==> src/rtl/wb_arbiter.sv <==
// Writeback arbiter: round-robin share of the register-file write port,
// with a matching scoreboard clear issued alongside every real write.
module wb_arbiter #(
    parameter  int N_REQ  = 4,
    parameter  int XLEN   = 32,
    parameter  int N_REG  = 32,
    localparam int AW     = $clog2(N_REG),
    localparam int AW_REQ = (N_REQ > 1) ? $clog2(N_REQ) : 1
) (
    input  logic                  clk,
    input  logic                  rst,
    input  logic [N_REQ-1:0]      req_valid,
    input  logic [N_REQ*AW-1:0]   req_rd_addr,
    input  logic [N_REQ*XLEN-1:0] req_data,
    output logic [N_REQ-1:0]      req_ready,
    output logic                  rf_wr_en,
    output logic [AW-1:0]         rf_wr_addr,
    output logic [XLEN-1:0]       rf_wr_data,
    output logic                  clear_rd_wr_en,
    output logic [AW-1:0]         clear_rd_addr,
    output logic                  wb_busy
);

    logic [AW_REQ-1:0] rr_ptr;
    logic [AW_REQ-1:0] gnt_idx;
    logic [AW_REQ-1:0] next_ptr;
    logic [AW_REQ:0]   pos;
    logic              found;
    logic [N_REQ-1:0]  grant;
    logic [AW-1:0]     gnt_rd;
    logic [XLEN-1:0]   gnt_data;

    // Scan from rr_ptr upward, wrapping; first valid requester wins.
    always_comb begin
        grant   = '0;
        found   = 1'b0;
        gnt_idx = '0;
        pos     = '0;
        for (int k = 0; k < N_REQ; k++) begin
            pos = {1'b0, rr_ptr} + (AW_REQ+1)'(k);
            if (pos >= (AW_REQ+1)'(N_REQ))
                pos = pos - (AW_REQ+1)'(N_REQ);
            if (!found && !rst && req_valid[pos[AW_REQ-1:0]]) begin
                found        = 1'b1;
                gnt_idx      = pos[AW_REQ-1:0];
                grant[gnt_idx] = 1'b1;
            end
        end
    end

    assign req_ready = grant;
    assign gnt_rd    = req_rd_addr[int'(gnt_idx)*AW +: AW];
    assign gnt_data  = req_data[int'(gnt_idx)*XLEN +: XLEN];
    assign next_ptr  = (gnt_idx == AW_REQ'(N_REQ-1)) ? '0 : gnt_idx + 1'b1;

    always_ff @(posedge clk) begin
        if (rst) begin
            rr_ptr         <= '0;
            rf_wr_en       <= 1'b0;
            clear_rd_wr_en <= 1'b0;
            wb_busy        <= 1'b0;
        end else begin
            wb_busy        <= found;
            rf_wr_en       <= found && (gnt_rd != '0);
            clear_rd_wr_en <= found && (gnt_rd != '0);
            if (found)
                rr_ptr <= next_ptr;
        end
    end

    // Address/data carry no reset; they are qualified by the enables.
    always_ff @(posedge clk) begin
        if (found) begin
            rf_wr_addr    <= gnt_rd;
            clear_rd_addr <= gnt_rd;
            rf_wr_data    <= gnt_data;
        end
    end

endmodule
==> config.mk <==
export PLATFORM = sky130hd
export DESIGN_NAME = wb_arbiter
export DESIGN_NICKNAME = d
export VERILOG_FILES = /design/src/rtl/wb_arbiter.sv
export SDC_FILE = /design/constraint.sdc
export NUM_CORES = 1
export LEC_CHECK = 0
export BUFFER_PORTS_ARGS = -buffer_cell sky130_fd_sc_hd__buf_2
export CORE_MARGIN = 3
export CORE_UTILIZATION = 45
export CTS_CLUSTER_DIAMETER = 50
export DETAILED_ROUTE_END_ITERATION = 8
export PLACE_DENSITY = 0.87
export SLEW_MARGIN = 20
export SYNTH_ARGS = -nofsm -noshare
export SYNTH_HDL_FRONTEND = slang
export SYNTH_SLANG_ARGS = --single-unit
==> constraint.sdc <==
create_clock -name clk -period 13.3 [get_ports clk]
set_clock_uncertainty 0.2 [all_clocks]
set_input_delay 0.665 -clock clk [delete_from_list [all_inputs] [get_ports clk]]
set_output_delay 0.665 -clock clk [all_outputs]
set_load 0.1 [all_outputs]
### After elaboration in Yosys (flattened, before gate mapping)

Index checks and enable logic that the tools add are counted.

| storage, ports and cells | value |
|---|---|
| logic and storage cells | 82 |
| bits in registers | 41 |
| output and inout bits | 49 |

| cells by class | value |
|---|---|
| equal/unequal tests | 1 |
| multipliers | 1 |
| bitwise logic cells | 3 |
| add/sub/neg operators | 8 |
| order comparisons | 12 |
| mux-type cells | 33 |
| shift operators | 2 |
| reduce and logical (&&, ||, !) cells | 17 |

Operator list:

| kind | count |
|---|---|
| variable part select 128 x 8 -> 32 bit | 1 |
| variable part select 20 x 6 -> 5 bit | 1 |
| 2-to-1 mux 2 bit | 9 |
| 2-to-1 mux 4 bit | 4 |
| logical AND 1 bit | 12 |
| less-than comparator 2 x 3 -> 1 bit, second input constant | 4 |
| 2-to-1 mux 1 bit | 12 |
| bitwise OR 4 bit | 3 |
| >= comparator 3 bit, second input constant | 3 |
| binary-select mux 1 bit (select 2 bit) | 4 |
| demux 1 bit (select 2 bit) | 4 |
| >= comparator 2 x 1 -> 1 bit, second input constant | 4 |
| subtractor 2 x 1 -> 2 bit, second input constant | 4 |
| adder 2 x 2 -> 3 bit, second input constant | 2 |
| multiplier 2 x 3 -> 5 bit, second input constant | 1 |
| nonzero test 5 bit | 1 |
| logical NOT 1 bit | 4 |
| adder 2 x 1 -> 3 bit, second input constant | 1 |
| >= comparator 2 x 3 -> 1 bit, second input constant | 1 |
| adder 2 x 1 -> 2 bit, second input constant | 1 |
| equality test 2 bit, second input constant | 1 |

### Longest topological paths before layout

| depth | value |
|---|---|
| depth in word-level cells | 22 |
| mapped depth | 14 |
| depth with buffers taken out | 9 |

### Worst setup path after synthesis

OpenSTA, ideal clock, no wires.

| path | value |
|---|---|
| kind | reg2reg |
| start | register rr_ptr[0] |
| end | register rr_ptr[1] |
| slack | 8.467 ns |
| period minus slack after synthesis | 4.833 ns |
| arrival time | 4.349 ns |
| cell stages (with the launch flop) | 8 |
| path through | dfxtp_1 buf_6 inv_1 ha_1 mux4_2 nor3_1 o21ai_0 o311ai_0 |

| between the ends | value |
|---|---|
| elaborated cells on any way between the ends | 44 |

RTL lines:

| item | RTL line | RTL |
|---|---|---|
| start, declared | 24 | `logic [AW_REQ-1:0] rr_ptr;` |
| start signal, assigned | 67 | `rr_ptr <= next_ptr;` |
| >= comparator 2 x 3 -> 1 bit or subtractor 2 x 1 -> 2 bit (tied branches) | 41, 42 |  |
| 2-to-1 mux 2 bit | 41 | `if (pos >= (AW_REQ+1)'(N_REQ))` |
| binary-select mux 1 bit (select 2 bit) | 43 | `if (!found && !rst && req_valid[pos[AW_REQ-1:0]]) begin` |
| 2-to-1 mux 1 bit (not written as such) | 43 |  |
| logical AND 1 bit | 43 |  |
| 2-to-1 mux 1 bit | 43 |  |
| logical NOT 1 bit | 43 |  |
| logical AND 1 bit (2 in series) | 43 |  |
| 2-to-1 mux 1 bit | 43 |  |
| logical NOT 1 bit | 43 |  |
| logical AND 1 bit (2 in series) | 43 |  |
| 2-to-1 mux 1 bit | 43 |  |
| logical NOT 1 bit | 43 |  |
| logical AND 1 bit (2 in series) | 43 |  |
| 2-to-1 mux 1 bit (*) | 43 |  |
| via found | 28 | `logic found;` |

The timed path passes the listed nets; every way through them passes the cells marked *. The select of a mux whose other input is x is not followed.
A chain may end at the register's enable or synchronous reset.

### Final worst setup path

| path | value |
|---|---|
| start | register rr_ptr[0] |
| end | output port req_ready[3] |

| between the ends | value |
|---|---|
| word-level cells in the longest chain between the ends | 18 |
| elaborated cells on any way between the ends | 63 |

RTL lines:

| item | RTL line | RTL |
|---|---|---|
| branches (longest 17 deep; another with adder 2 x 1 -> 3 bit) | - |  |
| 2-to-1 mux 4 bit (*) | 43 |  |
| end, declared | 15 | `output logic [N_REQ-1:0] req_ready,` |

Every way passes the cells marked *. The select of a mux whose other input is x is not followed.

==> results.toml <==
[sta]
min_period_over_period = 0.325
worst_pin_slew_ns = 0.923
setup-violations-final = 0
hold_viol_final = 0
period_needed_ns = 4.32
relSlewSlack = 0.383
finalSetupTns_ns = 0
rsz0062_at_grt = "no"
clock.fmax_mhz = 231
worst_hold_slack_ns = 0.465
drv_slew = 0

[floorplan]
die-area_um2 = 7550
die_h_um = 86.9
num_rows = 28
ios = 203
core_area_um2 = 6130
start_util = 0.480
die_w_um = 86.9

[layout]
layout-drive-gt1-share = 0.419
final.fill_count = 530
areaGrowthSynthToFinish_pct = 34.7
final_cell_mix = "buf_2, nand2_1, edfxtp_1"
antenna_cells = 0
final_common_cell = "buf_2"
num-nets-final = 687
multi_input_area_um2 = 1570
seq_area_um2 = 1190

[min_path]
hold_class = "reg2reg"
hp-start = "rr_ptr[0]"

[routing]
drc_errors = 0
drtAntennaViolNets = 0
viasPerCell = 5.51
firstDrtPassIters = 5
drt_iter0_drc = 318
vias = 3335
wire_per_inst_um = 15.4
routed_wl_um = 9340

[critical_path]
critical_path.max_fanout = 12
start_kind = "flop"
reg2reg_from = "rr_ptr[0]"
worst-endpoint-arrival_ns = 3.46
end_kind = "primary output"
cp-startpoint = "rr_ptr[0]"
crit_required_ns = 12.44
crit_type = "reg2out"

[cts]
cts_tree = "yes"
post_cts_buffers = 0
cts_root_buf = "clkbuf_8"
cts.hold.buffers_added = 0
clock_sinks = 41
htreeDepth = 2
clk_latency_ns = 0.28
clock_path_buffers = 2
clk_pin_slew_ns = 0.08
numCtsBuffers = 5
post_cts_resized = 0

[grt]
grt_usage = 0.232
grt_max_degree = 72
antenna_found_initial = 0
grt_overflow = 0
grt_pass1_wl_um = 14000
grt_pass1_vias = 3024

[logic_synthesis]
yosysTopAreaCellShare = 0.378
yosysTopAreaCell = "edfxtp_1"
ys_seq_area_frac = 0.405
ys_ff_latch = 41
synth_nets = 510
syn_avg_cell_area_um2 = 8.36
synthCells = 352
synthTopCellsByArea = "edfxtp_1, nand2_1, and3_1, a31oi_1, mux2i_1"
async_reset_ff_frac = 0
ys.flop_type = "edfxtp_1"
yosysWarnings = 0
yosysUniqueCellTypes = 36
syn_area_um2 = 2940
synth-edff-count = 37

[flow_run]
cap_viol_max_count = 0

[place]
dp_hpwl_um = 7140
gp_congestion = 0.942
port-buffer-count = 202

[run_status]
status = "finished, final reports clean"
[worst paths after layout]
kind	endpoint	slack, ns	cells past startpoint
min	rr_ptr[0]	0.47	2
min reg2reg	rr_ptr[0]	0.47	2
max	req_ready[3]	8.98	9
max reg2reg	clear_rd_wr_en	9.10	9
[area by class of cell]
type | count | share of cell area
Clock buffer | 6 | 0.0183
Clock inverter | 2 | 0.00253
Inverter | 3 | 0.00284
Multi-Input combinational cell | 275 | 0.395
Sequential cell | 41 | 0.301
Tap cell | 75 | 0.0237
Timing Repair Buffer | 203 | 0.257
[metrics by stage]
stage,worst slack (ns),instance area [um^2],instances,utilization
floorplan,8.47,2940,352,-
global placement,9.15,3870,597,0.632
detailed placement,9.12,3880,597,0.633
CTS,9.01,3960,605,0.646
global route,8.75,3960,605,0.646
finish,8.98,3960,605,0.646
[state kept, by name (all words and copies together) (netlist names)]
name	count
clear_rd_wr_en	1
rr_ptr	2
rf_wr_addr	5
wb_busy	1
rf_wr_data	32
[critical path, stage by stage (launching register included)]
cell,delay [ns]
dfxtp_1,0.56
inv_1,0.26
ha_1,0.59
mux4_2,0.43
nor3_1,0.45
nor2_1,0.08
nor2_1,0.22
nand2_1,0.08
nand2_1,0.07
buf_2,0.42
[cell families (layout without fill, tap and decap cells)]
logic type,after synthesis,after routing,share of synthesized area
mux,14,14,0.0604
simple gates,200,200,0.301
flops,41,41,0.405
buf+inv,36,214,0.0714
fa+ha+maj,4,4,0.0170
compound gates,57,57,0.145
[synthesized netlist by cell type (5+ instances only)]
cell	instances
nand2_1	141
edfxtp_1	37
and3_1	33
a31oi_1	32
clkbuf_1	11
mux2i_1	11
buf_2	9
and2_1	8
buf_4	7
nor2_1	7
buf_6	5
[routing by layer]
metal  GRT usage  wire length, um
met1       0.279             3410
met2       0.413             4920
met3      0.0378              727
met4      0.0892              285
met5           0                0
Power is not shown: default switching activity piles up to over one toggle a cycle in this logic, so the estimate is an artifact.
